**src/rtl/memory_access_pkg.sv**
```systemverilog
// -----------------------------------------------------------------------------
// memory_access_pkg
// Shared types for the MEM pipeline stage:
//   u1/u8/u64            basic scalar typedefs
//   XLEN/ADDR_W/STRB_W   datapath, bus address and byte-strobe widths
//   msize_t, MSIZE*      bus access size encoding (1/2/4/8 bytes = 0/1/2/3)
//   mem_op_t             load/store operation selector carried in the control word
//   control_t            decode control bits travelling down the pipe
//   execute_data_t       EX/MEM register payload consumed by memory_access
//   memory_data_t        MEM/WB payload produced by memory_access
//   mem_state_t          MEM stage FSM states
// Optional build macro MEM_MISALIGN_TRAP_EN adds the misalign flag to
// memory_data_t and the alignment-mask helper.
// -----------------------------------------------------------------------------
package memory_access_pkg;

    typedef logic        u1;
    typedef logic [7:0]  u8;
    typedef logic [63:0] u64;

    localparam int XLEN   = 64;
    localparam int ADDR_W = 64;
    localparam int STRB_W = XLEN / 8;

    typedef logic [2:0] msize_t;
    localparam msize_t MSIZE1 = 3'd0;
    localparam msize_t MSIZE2 = 3'd1;
    localparam msize_t MSIZE4 = 3'd2;
    localparam msize_t MSIZE8 = 3'd3;

    typedef enum logic [3:0] {
        MEM_NONE,
        MEM_LB, MEM_LH, MEM_LW, MEM_LD,
        MEM_LBU, MEM_LHU, MEM_LWU,
        MEM_SB, MEM_SH, MEM_SW, MEM_SD
    } mem_op_t;

    typedef struct packed {
        u1       regwrite;
        u1       memread;
        u1       memwrite;
        u1       nop_signal;
        mem_op_t mem_op;
    } control_t;

    typedef struct packed {
        u64         pc;
        u64         result_alu;
        u64         wd;
        logic [4:0] wa;
        control_t   ctl;
    } execute_data_t;

    typedef struct packed {
        u64         pc;
        logic [4:0] wa;
        u64         wd;
        control_t   ctl;
        u1          valid;
`ifdef MEM_MISALIGN_TRAP_EN
        u1          misalign;
`endif
    } memory_data_t;

    typedef enum logic [1:0] {IDLE, WAIT, HOLD} mem_state_t;

    function automatic msize_t msize_of(input mem_op_t op);
        case (op)
            MEM_LB, MEM_LBU, MEM_SB: msize_of = MSIZE1;
            MEM_LH, MEM_LHU, MEM_SH: msize_of = MSIZE2;
            MEM_LW, MEM_LWU, MEM_SW: msize_of = MSIZE4;
            default:                 msize_of = MSIZE8;
        endcase
    endfunction

    // Byte-lane mask of an access placed at lane 0.
    function automatic u8 size_mask(input msize_t size);
        case (size)
            MSIZE1:  size_mask = 8'h01;
            MSIZE2:  size_mask = 8'h03;
            MSIZE4:  size_mask = 8'h0F;
            default: size_mask = 8'hFF;
        endcase
    endfunction

`ifdef MEM_MISALIGN_TRAP_EN
    // Low address bits that must be zero for a naturally aligned access.
    function automatic logic [2:0] align_mask(input msize_t size);
        case (size)
            MSIZE1:  align_mask = 3'b000;
            MSIZE2:  align_mask = 3'b001;
            MSIZE4:  align_mask = 3'b011;
            default: align_mask = 3'b111;
        endcase
    endfunction
`endif

endpackage

```
**src/rtl/memory_access_if.sv**
```systemverilog
// -----------------------------------------------------------------------------
// memory_access_if
// Data bus between the MEM stage (master) and memory (slave).
//   dreq_valid   request valid
//   dreq_addr    byte address
//   dreq_size    access size (MSIZE*)
//   dreq_strobe  byte-lane write enables, zero for loads
//   dreq_data    store data already shifted into its lanes
//   dresp_ok     response / completion
//   dresp_data   read data, lane-aligned
// -----------------------------------------------------------------------------
interface memory_access_if;
    import memory_access_pkg::*;

    logic              dreq_valid;
    logic [ADDR_W-1:0] dreq_addr;
    msize_t            dreq_size;
    logic [STRB_W-1:0] dreq_strobe;
    logic [XLEN-1:0]   dreq_data;
    logic              dresp_ok;
    logic [XLEN-1:0]   dresp_data;

    modport master (
        output dreq_valid, dreq_addr, dreq_size, dreq_strobe, dreq_data,
        input  dresp_ok, dresp_data
    );

    modport slave (
        input  dreq_valid, dreq_addr, dreq_size, dreq_strobe, dreq_data,
        output dresp_ok, dresp_data
    );

endinterface

```
**src/rtl/memory_access_mem_align.sv**
```systemverilog
// -----------------------------------------------------------------------------
// mem_align
// Purely combinational byte-lane alignment for the MEM stage.
//   op         load/store operation
//   addr_lo    address bits [2:0] (byte offset inside the 8-byte line)
//   store_in   register store data (lane 0 aligned)
//   load_in    bus read data (lane aligned)
//   strobe     byte enables for stores, zero otherwise
//   store_out  store data shifted into its lanes
//   load_out   read data shifted down and sign/zero extended
// Lanes past byte 7 are simply truncated by the shifts.
// -----------------------------------------------------------------------------
module mem_align
    import memory_access_pkg::*;
(
    input  mem_op_t           op,
    input  logic [2:0]        addr_lo,
    input  u64                store_in,
    input  u64                load_in,
    output logic [STRB_W-1:0] strobe,
    output u64                store_out,
    output u64                load_out
);

    logic [5:0] shamt;
    logic       is_store;
    u8          lane_mask;
    u64         raw;

    assign shamt     = {addr_lo, 3'b000};
    assign is_store  = op inside {MEM_SB, MEM_SH, MEM_SW, MEM_SD};
    assign lane_mask = size_mask(msize_of(op));
    assign raw       = load_in >> shamt;

    assign strobe    = is_store ? (lane_mask << addr_lo) : '0;
    assign store_out = store_in << shamt;

    always_comb begin
        load_out = raw;
        case (op)
            MEM_LB:  load_out = {{56{raw[7]}},  raw[7:0]};
            MEM_LH:  load_out = {{48{raw[15]}}, raw[15:0]};
            MEM_LW:  load_out = {{32{raw[31]}}, raw[31:0]};
            MEM_LBU: load_out = {56'b0, raw[7:0]};
            MEM_LHU: load_out = {48'b0, raw[15:0]};
            MEM_LWU: load_out = {32'b0, raw[31:0]};
            default: load_out = raw;
        endcase
    end

endmodule

```
**src/rtl/memory_access.sv**
```systemverilog
// -----------------------------------------------------------------------------
// memory_access
// MEM pipeline stage. Takes the EX/MEM payload, runs loads/stores on the data
// bus and produces the writeback payload plus stallM for earlier stages.
//   clk     clock
//   reset   synchronous, active-high
//   dataE   EX/MEM payload (result_alu is the address, wd the store data)
//   stallW  MEM/WB cannot accept this cycle
//   dbus    data bus, master side
//   dataM   writeback payload; valid only when presented with stallM=0
//   stallM  MEM busy, EX/MEM and earlier must hold
// Build macro MEM_MISALIGN_TRAP_EN: misaligned accesses issue no request and
// are flagged through dataM.misalign; without it low address bits are used
// unchecked.
// Request fields are driven straight from dataE: while stallM is high the
// EX/MEM register holds, so the request stays constant through WAIT.
// -----------------------------------------------------------------------------
module memory_access
    import memory_access_pkg::*;
(
    input  logic           clk,
    input  logic           reset,
    input  execute_data_t  dataE,
    input  logic           stallW,
    memory_access_if.master dbus,
    output memory_data_t   dataM,
    output logic           stallM
);

    mem_state_t state_reg, state_next;
    u64         hold_wd_reg, hold_wd_next;

    logic       is_mem;
    logic       misalign;
    logic       do_req;
    u64         load_res;
    u64         mem_wd;

    assign is_mem = (dataE.ctl.memread | dataE.ctl.memwrite) & ~dataE.ctl.nop_signal;

`ifdef MEM_MISALIGN_TRAP_EN
    assign misalign = is_mem &&
        ((dataE.result_alu[2:0] & align_mask(msize_of(dataE.ctl.mem_op))) != 3'b000);
`else
    assign misalign = 1'b0;
`endif

    assign do_req = is_mem & ~misalign;

    mem_align u_align (
        .op        (dataE.ctl.mem_op),
        .addr_lo   (dataE.result_alu[2:0]),
        .store_in  (dataE.wd),
        .load_in   (dbus.dresp_data),
        .strobe    (dbus.dreq_strobe),
        .store_out (dbus.dreq_data),
        .load_out  (load_res)
    );

    assign dbus.dreq_addr = dataE.result_alu[ADDR_W-1:0];
    assign dbus.dreq_size = msize_of(dataE.ctl.mem_op);

    // Stores have no writeback value; forward the address to keep wd defined.
    assign mem_wd = dataE.ctl.memread ? load_res : dataE.result_alu;

    always_comb begin
        state_next      = state_reg;
        hold_wd_next    = hold_wd_reg;
        dbus.dreq_valid = 1'b0;
        stallM          = 1'b0;
        dataM           = '0;
        dataM.pc        = dataE.pc;
        dataM.wa        = dataE.wa;
        dataM.ctl       = dataE.ctl;
        dataM.wd        = dataE.result_alu;

        case (state_reg)
            IDLE: begin
                if (do_req) begin
                    dbus.dreq_valid = 1'b1;
                    if (dbus.dresp_ok) begin
                        dataM.wd = mem_wd;
                        stallM   = stallW;
                        if (stallW) begin
                            hold_wd_next = mem_wd;
                            state_next   = HOLD;
                        end else begin
                            dataM.valid = 1'b1;
                        end
                    end else begin
                        stallM     = 1'b1;
                        state_next = WAIT;
                    end
                end else begin
                    stallM      = stallW;
                    dataM.valid = ~stallW & ~dataE.ctl.nop_signal;
                    if (misalign) begin
                        dataM.ctl.regwrite = 1'b0;
`ifdef MEM_MISALIGN_TRAP_EN
                        dataM.misalign     = 1'b1;
`endif
                    end
                end
            end
            WAIT: begin
                dbus.dreq_valid = 1'b1;
                if (dbus.dresp_ok) begin
                    dataM.wd = mem_wd;
                    stallM   = stallW;
                    if (stallW) begin
                        hold_wd_next = mem_wd;
                        state_next   = HOLD;
                    end else begin
                        dataM.valid = 1'b1;
                        state_next  = IDLE;
                    end
                end else begin
                    stallM = 1'b1;
                end
            end
            HOLD: begin
                // Bus access already done; only wait for writeback to accept.
                dataM.wd = hold_wd_reg;
                stallM   = stallW;
                if (!stallW) begin
                    dataM.valid = 1'b1;
                    state_next  = IDLE;
                end
            end
            default: state_next = IDLE;
        endcase

        // Reset silences the bus and the pipeline in the same cycle.
        if (reset) begin
            dbus.dreq_valid = 1'b0;
            stallM          = 1'b0;
            dataM.valid     = 1'b0;
        end
    end

    always_ff @(posedge clk) begin
        if (reset) begin
            state_reg   <= IDLE;
            hold_wd_reg <= '0;
        end else begin
            state_reg   <= state_next;
            hold_wd_reg <= hold_wd_next;
        end
    end

endmodule

```
**src/flat_wrapper.sv**
```systemverilog
// flat-port wrapper written by rule: the top's interface ports become plain ports
module memory_access_flat import memory_access_pkg::*;
  (clk, reset, dataE, stallW, dataM, stallM, dbus_dreq_valid, dbus_dreq_addr, dbus_dreq_size, dbus_dreq_strobe, dbus_dreq_data, dbus_dresp_ok, dbus_dresp_data);
  memory_access_if dbus_i ();
  input  logic clk;
  input  logic reset;
  input  execute_data_t dataE;
  input  logic stallW;
  output memory_data_t dataM;
  output logic stallM;
  output wire logic [$bits(dbus_i.dreq_valid)-1:0] dbus_dreq_valid;
  output wire logic [$bits(dbus_i.dreq_addr)-1:0] dbus_dreq_addr;
  output wire logic [$bits(dbus_i.dreq_size)-1:0] dbus_dreq_size;
  output wire logic [$bits(dbus_i.dreq_strobe)-1:0] dbus_dreq_strobe;
  output wire logic [$bits(dbus_i.dreq_data)-1:0] dbus_dreq_data;
  input wire logic [$bits(dbus_i.dresp_ok)-1:0] dbus_dresp_ok;
  input wire logic [$bits(dbus_i.dresp_data)-1:0] dbus_dresp_data;
  assign dbus_dreq_valid = dbus_i.dreq_valid;
  assign dbus_dreq_addr = dbus_i.dreq_addr;
  assign dbus_dreq_size = dbus_i.dreq_size;
  assign dbus_dreq_strobe = dbus_i.dreq_strobe;
  assign dbus_dreq_data = dbus_i.dreq_data;
  assign dbus_i.dresp_ok = dbus_dresp_ok;
  assign dbus_i.dresp_data = dbus_dresp_data;
  memory_access u_core (.clk(clk), .reset(reset), .dataE(dataE), .stallW(stallW), .dbus(dbus_i), .dataM(dataM), .stallM(stallM));
endmodule
```
**config.mk**
```make
export PLATFORM = sky130hd
export DESIGN_NAME = memory_access_flat
export DESIGN_NICKNAME = d
export VERILOG_FILES = /design/src/rtl/memory_access_pkg.sv /design/src/rtl/memory_access_if.sv /design/src/rtl/memory_access_mem_align.sv /design/src/rtl/memory_access.sv /design/src/flat_wrapper.sv
export SDC_FILE = /design/constraint.sdc
export NUM_CORES = 1
export LEC_CHECK = 0
export CAP_MARGIN = 20
export CORE_AREA = 2 2 213 215
export DETAILED_ROUTE_END_ITERATION = 8
export DIE_AREA = 0 0 215 217
export HOLD_SLACK_MARGIN = 0.15
export PLACE_DENSITY = 0.61
export SYNTH_ARGS = -nofsm -noshare
export SYNTH_HDL_FRONTEND = slang
export SYNTH_SLANG_ARGS = --single-unit
```
**constraint.sdc**
```tcl
create_clock -name clk -period 4.8 [get_ports clk]
set_input_delay 1.44 -clock clk [delete_from_list [all_inputs] [get_ports clk]]
set_output_delay 1.44 -clock clk [all_outputs]
set_load 0.05 [all_outputs]
```
# Yosys cells after proc, flatten, opt, wreduce, memory -nomap -nowiden
# Memories as Yosys holds them, arrays and structs flattened.
# Index checks and enable logic that the tools add are counted.
# classes
n_eq_ne,18
shifts,3
n_mux,30
bitwise_logic,5
reduce_logical,6
# op_table
operator,n
$mux 64,6
$pmux 64 s6,1
$pmux 64 s3,1
$pmux 64 s2,1
$shl 64x6->64,1
$shr 64x6->64,1
$pmux 8 s3,1
$eq 4x4->1 const B,4
$eq 4x3->1 const B,3
$mux 2,6
$mux 1,9
$eq 4x2->1 const B,2
$mux 8,1
$shl 8x3->8,1
$pmux 1 s3,2
$pmux 2 s3,1
$eq 4x1->1 const B,1
$ne 2x2->1 const B,2
$reduce_and 4->1,1
$reduce_bool 4->1,1
$eq 3x1->1 const B,1
$eq 3x2->1 const B,1
$logic_not 3->1,1
$ne 3x3->1 const B,1
10 further kinds,12
# totals
regBits,66
romBits,64
in_bits,273
output_inout_bits,283
elab_cells,66
mem_count,2
# memory_table
name,words,word_bits,rd,rd_ports_with_merged_regs,wr,line_no,rtl
(no name shown),16,2,1,0,0,memory_access_pkg.sv:68,case (op)
(no name shown),16,2,1,0,0,memory_access_pkg.sv:68,

# Longest topological paths before layout
# logic_depth
ltp_word,7
depth_mapped,10
ltp_nobuf,7

# By module
# From an unflattened synthesis, not the netlist that was laid out.
# hier_totals
cells_unflattened,1563
area_unflattened_um2,12349.3
# modules_own_cells
mod,instances,cells_per_inst,area_per_inst_um2,seq_area_each_um2
memory_access,1,999,7923.8,1321.3
mem_align,1,564,4425.5,0.0

# Worst setup path after synthesis
# OpenSTA, ideal clock, no wires.
# synth_timing
path_type,in2out
start,input dataE[6] (netlist name)
end,output dataM[0] (netlist name)
arrival_ps,4439
t_required_ps,3360
slack_ps,-1079
cell_stages,5
n_path_buf,1
path_cell_list,clkbuf_1 o21ba_2 nand2b_1 a21oi_1 a2111oi_0
# synth_rtl
element,line_no,rtl
start: declaration,flat_wrapper.sv:7,input execute_data_t dataE;
end: declaration,flat_wrapper.sv:9,output memory_data_t dataM;

==> impl_metrics.ini <==
[sta]
fmax_ghz = 0.203
drv_slew = 0
worst_slack_ns = -0.121
worst_slew_pin_slew_ns = 1.01
rsz0062_at_grt = yes
fin_crit_sh_pct = 103
hold_viol = 0
finalSetupTns_ns = -2.23
slew_headroom_pct = 32.8
finClkSkew_ns = 0.00597
period_minus_slack_ns = 4.92
finalSetupViolations = 35

[cts]
clk_latency_ns = 0.36
htree_levels = 3
cts-root-buf = clkbuf_16
cts_tree = done
max-clock-path-buffers = 2
hold_buffers = 0
clk_pin_slew_ns = 0.06
cts_made_buffers = 9
cts.sinks = 66

[global_route]
grt_max_degree = 84
grt_usage_pct = 23.3
grt_pass1_wl_mm = 83.1
grt_pass1_vias = 13200
antenna_found_initial = 11
overflow = 0

[worst_setup_path]
cp_num_buf_inv = 7
arrival_ns = 3.48
r2r-start = u_core.state_reg[0]
crit_type = input port to output pin
cp-start-kind = input port
cp_max_fo = 10
critPathSlowestCell = or3_4
crit_chain = clkbuf_2 > buf_6 > ha_2 > or3_4 > buf_6 > nand2_4 > a2111oi_4 > buf_4 > buf_12 > buf_12 > a211oi_4 > buf_12
cpMostUsedCell = buf_12
end_kind = output pin
crit_required_ns = 3.36
crit_start = dataE[1]
slowest_delay_ns = 0.40
crit_family = buffers and inverters

[route]
routed-via-count = 13400
wl_per_cell_um = 23.0
vias_per_cell = 5.37
drt-initial-drc-count = 994
first_pass_iters = 5
wl_mm = 57.3
post-route-drc-count = 0
ant_nets = 0

[run_status]
violations = negative setup slack
status = complete, but fails checks

[place]
port_buffers = 414
gp_congestion = 0.894
dp_slack_ns = -0.584
dp_hpwl_mm = 45.4
placed_cells = 2462

[die]
coreArea_um2 = 44700
initial_core_util_pct = 23.3
dieWidth_um = 215
die_h_um = 217
die_area_um2 = 46700
io_pins = 556
row_count = 78

[finish]
largest_reg_flops = 64
area_growth_pct = 75.9
final_cells = 2494
nets = 2161
layout-drive-gt1-share_pct = 35.5

[power_and_ir_drop]
power.total_w = 0.00388
vdd_drop_max_uv = 146
power_density_nw_per_um2 = 212
power_leakage_nw = 7.40

[logic_synthesis]
yosysSeqAreaShare_pct = 12.7
synthDistinctLibCells = 63
syn-cell-area_um2 = 10400
ys_async_sr_fraction_pct = 0
synth_edf_count = 0
synth_seq_cells = 66
synth_ff_type = dfxtp_1
syn_inst = 1501
syn_avg_cell_area_um2 = 6.95
synthesis.nets = 1778
yosys_warnings = 0

[hold_path]
holdCritPathClass = flip-flop to flip-flop
hold_start = u_core.hold_wd_reg[5]

[flow_run]
cap_viol_max_count = 0
-- kinds of logic (layout without fill, tap and decap cells) --
logic type / count (synthesis) / in the layout / share of synthesized area [%]
AOI/OAI and AO/OA: 543 / 543 / 32.4
buffers and inverters: 289 / 676 / 16.6
and+or+nand+nor: 423 / 423 / 18.5
other: 1 / 7 / 0.0360
adders and majority gates: 4 / 4 / 0.480
DFF: 66 / 66 / 12.7
muxes: 175 / 175 / 19.4
-- synth_stat cells, drive strengths merged, types with 4 or more instances --
master | count | area share (%)
o21a | 6 | 0.43
a31oi | 7 | 0.42
or3 | 13 | 0.78
nand3 | 12 | 0.58
nor2b | 9 | 0.54
o22ai | 63 | 4.0
mux2 | 66 | 7.1
inv | 9 | 0.32
nor2 | 143 | 5.2
a21o | 33 | 2.4
dfxtp | 66 | 13
a211oi | 54 | 3.9
a21oi | 149 | 7.2
buf | 185 | 13
nand2 | 142 | 5.1
a2bb2oi | 4 | 0.34
a22oi | 12 | 0.86
and3 | 38 | 2.3
mux2i | 94 | 9.0
nor3 | 18 | 0.96
o21ai | 156 | 7.5
mux4 | 15 | 3.2
o32ai | 19 | 1.9
nand3b | 6 | 0.43
ha | 4 | 0.48
o2bb2ai | 8 | 0.67
and2 | 21 | 1.3
nand2b | 15 | 0.90
o211ai | 8 | 0.58
clkbuf | 94 | 3.4
-- worst register-to-register path, cell delays in order (launching register included) --
cell and delay (ns):
dfxtp_2 0.99, o211a_1 0.30, buf_4 0.32, nand2b_1 0.49, o32ai_1 0.43
-- routing by layer --
metal  share of wire [%]  vias up  global-route usage, %
met3                 7.6      142                   4.92
met4                 5.2        8                   12.9
li1                    -     6091                      -
met2                  49      708                   39.8
met5                0.10        -                      0
met1                  38     6434                   27.3
-- cell type report --
type	instances	area, um^2
antenna	6	15.0
clock buffer	12	256
clock inverter	3	40.0
fill	4526	26400
inverter	10	41.3
multi-input combinational	1146	8650
sequential	66	1330
tap	600	751
timing repair buffer	651	7250
-- report_power, final --
part / internal, W / switching, W
sequential: 0.000570 / 0.0000267
clock: 0.000427 / 0.000281
combinational: 0.00115 / 0.00143
-- final timing paths --
| check | end | slack (ns) | depth (start not counted) |
|---|---|---|---|
| hold / removal | u_core.hold_wd_reg[5] | 0.45 | 2 |
| hold reg to reg | u_core.hold_wd_reg[5] | 0.45 | 2 |
| setup / recovery | dataM[42] | -0.12 | 12 |
| setup reg to reg | u_core.hold_wd_reg[58] | 2.16 | 4 |
-- repair_timing --
item,in CTS,in global routing
setup buffers,5,6
pin swaps,7,10
endpoints found under the setup margin,70,67
resized for setup,46,82
gates cloned,1,1
-- stage by stage --
| step | instance area [um^2] | util [%] | hold WS (ns) |
|---|---|---|---|
| after floorplan | 11400 | - | 0.424 |
| after global placement | 17500 | 39.2 | 0.433 |
| after detailed placement | 17500 | 39.2 | 0.444 |
| after CTS | 18000 | 40.2 | 0.452 |
| after global routing | 18300 | 41.0 | 0.477 |
| final | 18300 | 41.0 | 0.452 |
-- placed cells by master, fill, tap and decap left out, types with 57 or more instances in the layout --
cell type	Yosys	final
buf_4	145	248
clkdlybuf4s50_1	0	225
nand2_1	142	140
a21oi_1	149	140
buf_12	0	130
nor2_1	142	126
o21ai_0	155	112
mux2i_1	94	82
dfxtp_1	66	64
mux2_2	66	63
o22ai_1	61	57
No activity file was read; power rests on OpenSTA's default activity.
